### src/rtl/multicycle_control_if.sv
// multicycle_control_if: bundle between the multicycle control FSM and the datapath/memory.
//   master (controller): inputs run, opcode, mem_ready; drives all datapath controls,
//   status flags (illegal, bus_err, busy) and the retired-instruction count instret.
//   slave (datapath side): the mirror image.
interface multicycle_control_if #(
    parameter int CNT_W = 32
);
    logic             run;
    logic [6:0]       opcode;
    logic             mem_ready;
    logic             pc_write;
    logic             pc_src;
    logic             ir_write;
    logic             iord;
    logic             mem_req;
    logic             mem_we;
    logic             reg_write;
    logic [1:0]       mem_to_reg;
    logic [1:0]       alu_src_a;
    logic [1:0]       alu_src_b;
    logic [1:0]       alu_op;
    logic             branch;
    logic             illegal;
    logic             bus_err;
    logic             busy;
    logic [CNT_W-1:0] instret;

    modport master (
        input  run, opcode, mem_ready,
        output pc_write, pc_src, ir_write, iord, mem_req, mem_we, reg_write,
               mem_to_reg, alu_src_a, alu_src_b, alu_op, branch,
               illegal, bus_err, busy, instret
    );

    modport slave (
        output run, opcode, mem_ready,
        input  pc_write, pc_src, ir_write, iord, mem_req, mem_we, reg_write,
               mem_to_reg, alu_src_a, alu_src_b, alu_op, branch,
               illegal, bus_err, busy, instret
    );
endinterface

### src/rtl/multicycle_control.sv
// multicycle_control: RV32I multicycle main control FSM.
//   clk   - rising-edge clock
//   rst_n - asynchronous active-low reset
//   bus   - master side of multicycle_control_if: run/opcode/mem_ready in,
//           datapath enables and mux selects, sticky illegal/bus_err, busy and instret out.
module multicycle_control #(
    parameter bit ENABLE_JAL     = 1'b1,
    parameter int TIMEOUT_CYCLES = 16,
    parameter int CNT_W          = 32
) (
    input logic                  clk,
    input logic                  rst_n,
    multicycle_control_if.master bus
);
    typedef enum logic [3:0] {
        S_IDLE, S_FETCH, S_DECODE, S_EXEC, S_ALU_WB, S_MEM_ADDR,
        S_MEM_ACCESS, S_MEM_WB, S_BRANCH, S_JAL, S_TRAP
    } state_t;

    localparam logic [6:0] OP_R   = 7'b0110011;
    localparam logic [6:0] OP_I   = 7'b0010011;
    localparam logic [6:0] OP_LD  = 7'b0000011;
    localparam logic [6:0] OP_ST  = 7'b0100011;
    localparam logic [6:0] OP_BR  = 7'b1100011;
    localparam logic [6:0] OP_JAL = 7'b1101111;

    // The counter only ever needs to reach TIMEOUT_CYCLES-1 before the trap fires.
    localparam int WAIT_W = TIMEOUT_CYCLES > 1 ? $clog2(TIMEOUT_CYCLES) : 1;
    localparam logic [WAIT_W-1:0] WAIT_LAST = WAIT_W'(TIMEOUT_CYCLES > 0 ? TIMEOUT_CYCLES - 1 : 0);

    state_t           state_q, state_d;
    logic [WAIT_W-1:0] wait_q, wait_d;
    logic [6:0]       op_q, op_d;
    logic             illegal_q, illegal_d;
    logic             bus_err_q, bus_err_d;
    logic [CNT_W-1:0] instret_q, instret_d;
    logic             stalled, timed_out, retire;

    always_ff @(posedge clk or negedge rst_n) begin
        if (!rst_n) begin
            state_q   <= S_IDLE;
            wait_q    <= '0;
            op_q      <= '0;
            illegal_q <= 1'b0;
            bus_err_q <= 1'b0;
            instret_q <= '0;
        end else begin
            state_q   <= state_d;
            wait_q    <= wait_d;
            op_q      <= op_d;
            illegal_q <= illegal_d;
            bus_err_q <= bus_err_d;
            instret_q <= instret_d;
        end
    end

    always_comb begin
        state_d   = state_q;
        op_d      = op_q;
        illegal_d = illegal_q;
        bus_err_d = bus_err_q;
        retire    = 1'b0;
        stalled   = (state_q == S_FETCH || state_q == S_MEM_ACCESS) && !bus.mem_ready;
        // A ready on the last allowed cycle is not a stall, so it beats the timeout.
        timed_out = stalled && (TIMEOUT_CYCLES > 0) && (wait_q == WAIT_LAST);
        case (state_q)
            S_IDLE:       state_d = bus.run ? S_FETCH : S_IDLE;
            S_FETCH:      state_d = bus.mem_ready ? S_DECODE : S_FETCH;
            S_DECODE: begin
                op_d = bus.opcode;
                case (bus.opcode)
                    OP_R, OP_I:   state_d = S_EXEC;
                    OP_LD, OP_ST: state_d = S_MEM_ADDR;
                    OP_BR:        state_d = S_BRANCH;
                    OP_JAL: begin
                        state_d   = ENABLE_JAL ? S_JAL : S_TRAP;
                        illegal_d = illegal_q | !ENABLE_JAL;
                    end
                    default: begin
                        state_d   = S_TRAP;
                        illegal_d = 1'b1;
                    end
                endcase
            end
            S_EXEC:       state_d = S_ALU_WB;
            S_MEM_ADDR:   state_d = S_MEM_ACCESS;
            S_MEM_ACCESS: begin
                retire  = bus.mem_ready && op_q == OP_ST;
                state_d = bus.mem_ready ? S_MEM_WB : S_MEM_ACCESS;
            end
            S_ALU_WB, S_MEM_WB, S_BRANCH, S_JAL: retire = 1'b1;
            default:      state_d = S_TRAP;
        endcase
        if (timed_out) begin
            state_d   = S_TRAP;
            bus_err_d = 1'b1;
        end
        if (retire) state_d = bus.run ? S_FETCH : S_IDLE;
        instret_d = instret_q + CNT_W'(retire);
        wait_d    = state_d != state_q ? '0 : wait_q + WAIT_W'(stalled);
    end

    always_comb begin
        bus.pc_write   = 1'b0;
        bus.pc_src     = 1'b0;
        bus.ir_write   = 1'b0;
        bus.iord       = 1'b0;
        bus.mem_req    = 1'b0;
        bus.mem_we     = 1'b0;
        bus.reg_write  = 1'b0;
        bus.mem_to_reg = 2'b00;
        bus.alu_src_a  = 2'b00;
        bus.alu_src_b  = 2'b00;
        bus.alu_op     = 2'b00;
        bus.branch     = 1'b0;
        bus.illegal    = illegal_q;
        bus.bus_err    = bus_err_q;
        bus.busy       = state_q != S_IDLE && state_q != S_TRAP;
        case (state_q)
            S_FETCH: begin
                bus.mem_req   = 1'b1;
                bus.alu_src_b = 2'b01;
                bus.ir_write  = bus.mem_ready;
                bus.pc_write  = bus.mem_ready;
            end
            S_DECODE: begin
                bus.alu_src_a = 2'b10;
                bus.alu_src_b = 2'b10;
            end
            S_EXEC: begin
                bus.alu_src_a = 2'b01;
                bus.alu_src_b = op_q == OP_R ? 2'b00 : 2'b10;
                bus.alu_op    = op_q == OP_R ? 2'b10 : 2'b11;
            end
            S_ALU_WB: bus.reg_write = 1'b1;
            S_MEM_ADDR: begin
                bus.alu_src_a = 2'b01;
                bus.alu_src_b = 2'b10;
            end
            S_MEM_ACCESS: begin
                bus.mem_req = 1'b1;
                bus.iord    = 1'b1;
                bus.mem_we  = op_q == OP_ST;
            end
            S_MEM_WB: begin
                bus.reg_write  = 1'b1;
                bus.mem_to_reg = 2'b01;
            end
            S_BRANCH: begin
                bus.alu_src_a = 2'b01;
                bus.alu_op    = 2'b01;
                bus.branch    = 1'b1;
                bus.pc_src    = 1'b1;
            end
            S_JAL: begin
                bus.reg_write  = 1'b1;
                bus.mem_to_reg = 2'b10;
                bus.pc_write   = 1'b1;
                bus.pc_src     = 1'b1;
            end
            default: ;
        endcase
    end

    assign bus.instret = instret_q;
endmodule

### src/flat_wrapper.sv
// flat-port wrapper written by rule: the top's interface ports become plain ports
module multicycle_control_flat 
#(
    parameter bit ENABLE_JAL     = 1'b1,
    parameter int TIMEOUT_CYCLES = 16,
    parameter int CNT_W          = 32
)
  (clk, rst_n, bus_run, bus_opcode, bus_mem_ready, bus_pc_write, bus_pc_src, bus_ir_write, bus_iord, bus_mem_req, bus_mem_we, bus_reg_write, bus_mem_to_reg, bus_alu_src_a, bus_alu_src_b, bus_alu_op, bus_branch, bus_illegal, bus_bus_err, bus_busy, bus_instret);
  multicycle_control_if #(.CNT_W(CNT_W)) bus_i ();
  input logic clk;
  input logic rst_n;
  input wire logic [$bits(bus_i.run)-1:0] bus_run;
  input wire logic [$bits(bus_i.opcode)-1:0] bus_opcode;
  input wire logic [$bits(bus_i.mem_ready)-1:0] bus_mem_ready;
  output wire logic [$bits(bus_i.pc_write)-1:0] bus_pc_write;
  output wire logic [$bits(bus_i.pc_src)-1:0] bus_pc_src;
  output wire logic [$bits(bus_i.ir_write)-1:0] bus_ir_write;
  output wire logic [$bits(bus_i.iord)-1:0] bus_iord;
  output wire logic [$bits(bus_i.mem_req)-1:0] bus_mem_req;
  output wire logic [$bits(bus_i.mem_we)-1:0] bus_mem_we;
  output wire logic [$bits(bus_i.reg_write)-1:0] bus_reg_write;
  output wire logic [$bits(bus_i.mem_to_reg)-1:0] bus_mem_to_reg;
  output wire logic [$bits(bus_i.alu_src_a)-1:0] bus_alu_src_a;
  output wire logic [$bits(bus_i.alu_src_b)-1:0] bus_alu_src_b;
  output wire logic [$bits(bus_i.alu_op)-1:0] bus_alu_op;
  output wire logic [$bits(bus_i.branch)-1:0] bus_branch;
  output wire logic [$bits(bus_i.illegal)-1:0] bus_illegal;
  output wire logic [$bits(bus_i.bus_err)-1:0] bus_bus_err;
  output wire logic [$bits(bus_i.busy)-1:0] bus_busy;
  output wire logic [$bits(bus_i.instret)-1:0] bus_instret;
  assign bus_i.run = bus_run;
  assign bus_i.opcode = bus_opcode;
  assign bus_i.mem_ready = bus_mem_ready;
  assign bus_pc_write = bus_i.pc_write;
  assign bus_pc_src = bus_i.pc_src;
  assign bus_ir_write = bus_i.ir_write;
  assign bus_iord = bus_i.iord;
  assign bus_mem_req = bus_i.mem_req;
  assign bus_mem_we = bus_i.mem_we;
  assign bus_reg_write = bus_i.reg_write;
  assign bus_mem_to_reg = bus_i.mem_to_reg;
  assign bus_alu_src_a = bus_i.alu_src_a;
  assign bus_alu_src_b = bus_i.alu_src_b;
  assign bus_alu_op = bus_i.alu_op;
  assign bus_branch = bus_i.branch;
  assign bus_illegal = bus_i.illegal;
  assign bus_bus_err = bus_i.bus_err;
  assign bus_busy = bus_i.busy;
  assign bus_instret = bus_i.instret;
  multicycle_control #(.ENABLE_JAL(ENABLE_JAL), .TIMEOUT_CYCLES(TIMEOUT_CYCLES), .CNT_W(CNT_W)) u_core (.clk(clk), .rst_n(rst_n), .bus(bus_i));
endmodule
### config.mk
export PLATFORM = sky130hd
export DESIGN_NAME = multicycle_control_flat
export DESIGN_NICKNAME = d
export VERILOG_FILES = /design/src/rtl/multicycle_control_if.sv /design/src/rtl/multicycle_control.sv /design/src/flat_wrapper.sv
export SDC_FILE = /design/constraint.sdc
export NUM_CORES = 1
export LEC_CHECK = 0
export ABC_AREA = 1
export BUFFER_PORTS_ARGS = -buffer_cell sky130_fd_sc_hd__buf_2
export CORE_AREA = 10 10 85 87
export CTS_CLUSTER_SIZE = 20
export DETAILED_ROUTE_END_ITERATION = 7
export DIE_AREA = 0 0 95 97
export PLACE_DENSITY = 0.71
export SYNTH_ARGS = -nofsm -noshare
export SYNTH_HDL_FRONTEND = slang
export SYNTH_SLANG_ARGS = --single-unit
### constraint.sdc
create_clock -name clk -period 2.32 [get_ports clk]
set_input_delay 0.116 -clock clk [delete_from_list [all_inputs] [get_ports clk]]
set_output_delay 0.116 -clock clk [all_outputs]
set_load 0.05 [all_outputs]
==> impl_metrics.tcl <==
set metrics [dict create \
    n_antenna_cell 0 \
    dpl.hpwl_um 4980 \
    syn_inst 323 \
    grt_pass1_vias 2484 \
    endpoint_kind "register" \
    num_vias 2455 \
    synth_largest_area_cell "dfrtp_1" \
    timing.final.crit_share 1.02 \
    synthXorXnorAreaFrac 0.103 \
    synth_ff_type "dfrtp_1" \
    io_pins 62 \
    tightest_slew_ns 0.602 \
    insertion_delay_ns 0.30 \
    clk_path_buf_depth 2 \
    critPathMaxFanout 4 \
    cpMaxStageDelayCell "dfrtp_1" \
    wl_um 6580 \
    synth-compound-area-share 0.0329 \
    path_class "reg2reg" \
    grt_max_degree 50 \
    drtAntennaViolNets 0 \
    finClkSkew_ns 0.00814 \
    synth_nets 338 \
    finalSetupTns_ns -0.0564 \
    start_util 0.480 \
    vias_per_cell 4.94 \
    htree_levels 2 \
    cap_violations 0 \
    swShare 0.472 \
    leakage_nw 1.98 \
    critPathArrivalTime_ns 2.56 \
    max_stage_delay_ns 0.44 \
    max_freq_mhz 422 \
    chipHeight_um 97 \
    path_buf_inv 3 \
    layout_commonest_cell "nand2_1" \
    critPathLaunchType "register" \
    synth-simple-area-share 0.312 \
    pwr-share-comb 0.536 \
    hold_class "in2reg" \
    grt_pass1_wl_um 11000 \
    die_x_um 95 \
    seqPwrFrac 0.309 \
    p_clk_frac 0.156 \
    synth_top_family_by_area "simple AND/OR/NAND/NOR gates" \
    place_congestion 0.910 \
    path_clk_slew_ns 0.09 \
    dp.cells 479 \
    drive_above_1_share 0.358 \
    cts_buffers 5 \
    grtUsageTotal 0.142 \
    synth_cell_types 27 \
    p_int_w 0.00199 \
    reg2reg_from "u_core.state_q[1]" \
    cts_tree "done" \
    dr.pass1.iters 5 \
    slew_headroom 0.599 \
    hold_viol 0 \
    yosysWarnings 0 \
    synth_edf_count 0 \
    power_w 0.00378 \
    core_mm2 0.00547 \
    setup_viol 2 \
    period_minus_slack_ns 2.37 \
    grt_overflow 0 \
    r2r_cells 18 \
    startpoint "u_core.state_q[1]" \
    cp-endpoint "u_core.bus.instret[26]" \
    slew_violations 0 \
    numPortBuffers 61 \
    final_cell_mix "66 x nand2_1, 61 x buf_2, 47 x dfrtp_1, 41 x inv_1, 35 x nor2_1" \
    row_count 27 \
    drt_iter0_markers 108 \
    fin_nets 440 \
    synth_adder_area_share 0.0191 \
    ir_worst_vdd_uv 1160 \
    p_switching_w 0.00178 \
    antenna_found_initial 0 \
    numClockSinks 49 \
    synth_top_area_frac 0.467 \
    worstPathCellList "inv_2 > nand2_2 > nand2_2 > nand2_2 > nand2_2 > inv_2 > nand2_2 > ha_4 > ha_4 > nand2_4 > nor2_4 > nand2_2 > inv_2 > nand4_1 > or2_4 > nor2_4 > nand2_1 > xor2_1" \
    dieArea_mm2 0.00922 \
    pwr_density_cell_mw_per_mm2 1060 \
    fin_cells 497 \
    root_buffer "clkbuf_8" \
    path_depth 18 \
    status "complete, but fails checks" \
    final_cell_area_mm2 0.00355 \
    syn-mean-instance-area_um2 8.13 \
    area_delta_synth_final_pct 35.3 \
    synth_area_leaders "dfrtp_1 47%, nand2_1 11%, xor2_1 8.0%, inv_1 6.1%, nor2_1 6.0%" \
    muxShareOfSynthArea 0 \
    violations "setup timing" \
    timing.reg2reg.setup_slack_ns -0.05 \
    ys_seq_area_frac 0.467 \
    crit_family "simple AND/OR/NAND/NOR gates" \
    synthesis.area_mm2 0.00263 \
    rsz0062_at_grt "true" \
    r2r_end "u_core.bus.instret[26]" \
    drc 0 \
    ys_async_sr_fraction 1.00 \
    wire_per_inst_um 13.2 \
    setup_ws_ns -0.0472 \
    place_area_mm2 0.00328 \
    ys_seq_elements 49 \
    critPathRequiredTime_ns 2.51 \
    cpMostUsedCell "nand2_2" \
]
synth_stat cells, types with 2 or more instances:
master and instances:
nand2_2 7, nor3_1 11, nand3_1 21, inv_1 43
nand2_1 74, inv_2 3, ha_1 4, xnor2_1 7
nor2_1 42, nor2_2 6, nand4_1 7, nor4_1 3
o21ai_0 9, xor2_1 24, dfrtp_1 49, nand4_2 2
registers in the layout (all words and copies together) (netlist names):
register / count
u_core.bus.bus_err: 1
u_core.bus.instret: 32
u_core.state_q: 4
u_core.wait_q: 4
u_core.bus.illegal: 1
u_core.op_q: 7
cell type report:
cell class,count,area [um2]
timing repair buffer,95,571
clock inverter,2,35.0
fill,481,1920
multi-input combinational,228,1390
tap,72,90.1
sequential,49,1230
clock buffer,5,68.8
inverter,46,173
power groups by stage:
stage / clock network, W / registers (W) / logic [W]
floorplan: 0 / 0.00135 / 0.00112
global placement: 0 / 0.00116 / 0.00186
detailed placement: 0 / 0.00117 / 0.00186
CTS: 0.000611 / 0.00115 / 0.00190
global route: 0.000647 / 0.00119 / 0.00222
finish: 0.000589 / 0.00116 / 0.00202
how the worst min path moves through the flow:
stage	start	to	slack, ns	cells after the start
floorplan	rst_n	u_core.bus.bus_err	-0.18	0
global placement	rst_n	u_core.bus.instret[31]	0.26	2
detailed placement	rst_n	u_core.bus.instret[31]	0.26	2
CTS	bus_opcode[1]	u_core.op_q[1]	0.01	3
global route	bus_opcode[0]	u_core.op_q[0]	0.03	3
finish	bus_opcode[0]	u_core.op_q[0]	0.02	3
per-layer routing:
metal	routed length, um	up-vias	track usage	part of all wire
met1	2820	1142	0.175	0.43
li1	-	1222	-	-
met4	109	0	0.0458	0.017
met2	3130	80	0.227	0.47
met3	524	11	0.0478	0.080
met5	0	-	0	0
cells by family after synthesis:
group,after synthesis
XOR/XNOR,31
AO/OA/AOI/OAI,15
flip-flops,49
buffers and inverters,46
AND/OR/NAND/NOR,178
adder cells (fa/ha/maj),4
worst reg2reg max path: cells and delay by family (launching register included):
kind / cells / cell delay [ns]
AND/OR/NAND/NOR: 12 / 1.16
XOR/XNOR: 1 / 0.14
buffers and inverters: 3 / 0.22
adder cells (fa/ha/maj): 2 / 0.29
flip-flops: 1 / 0.44
metrics by stage:
stage | worst slack (ns) | util | hold WS [ns]
floorplan | -0.330 | - | -0.180
global placement | -0.0458 | 0.599 | 0.260
detailed placement | -0.156 | 0.599 | 0.263
CTS | 0.0225 | 0.626 | 0.0120
global route | -0.216 | 0.649 | 0.0319
finish | -0.0472 | 0.649 | 0.0220
repair_timing:
item,4_1_cts,5_1_grt
hold endpoints to repair,49,0
pin swaps,2,14
gates cloned,0,0
buffers inserted,3,7
resized for setup,3,21
setup endpoints to repair,9,13
hold buffers,1,0
No activity file was read; power rests on OpenSTA's default activity.
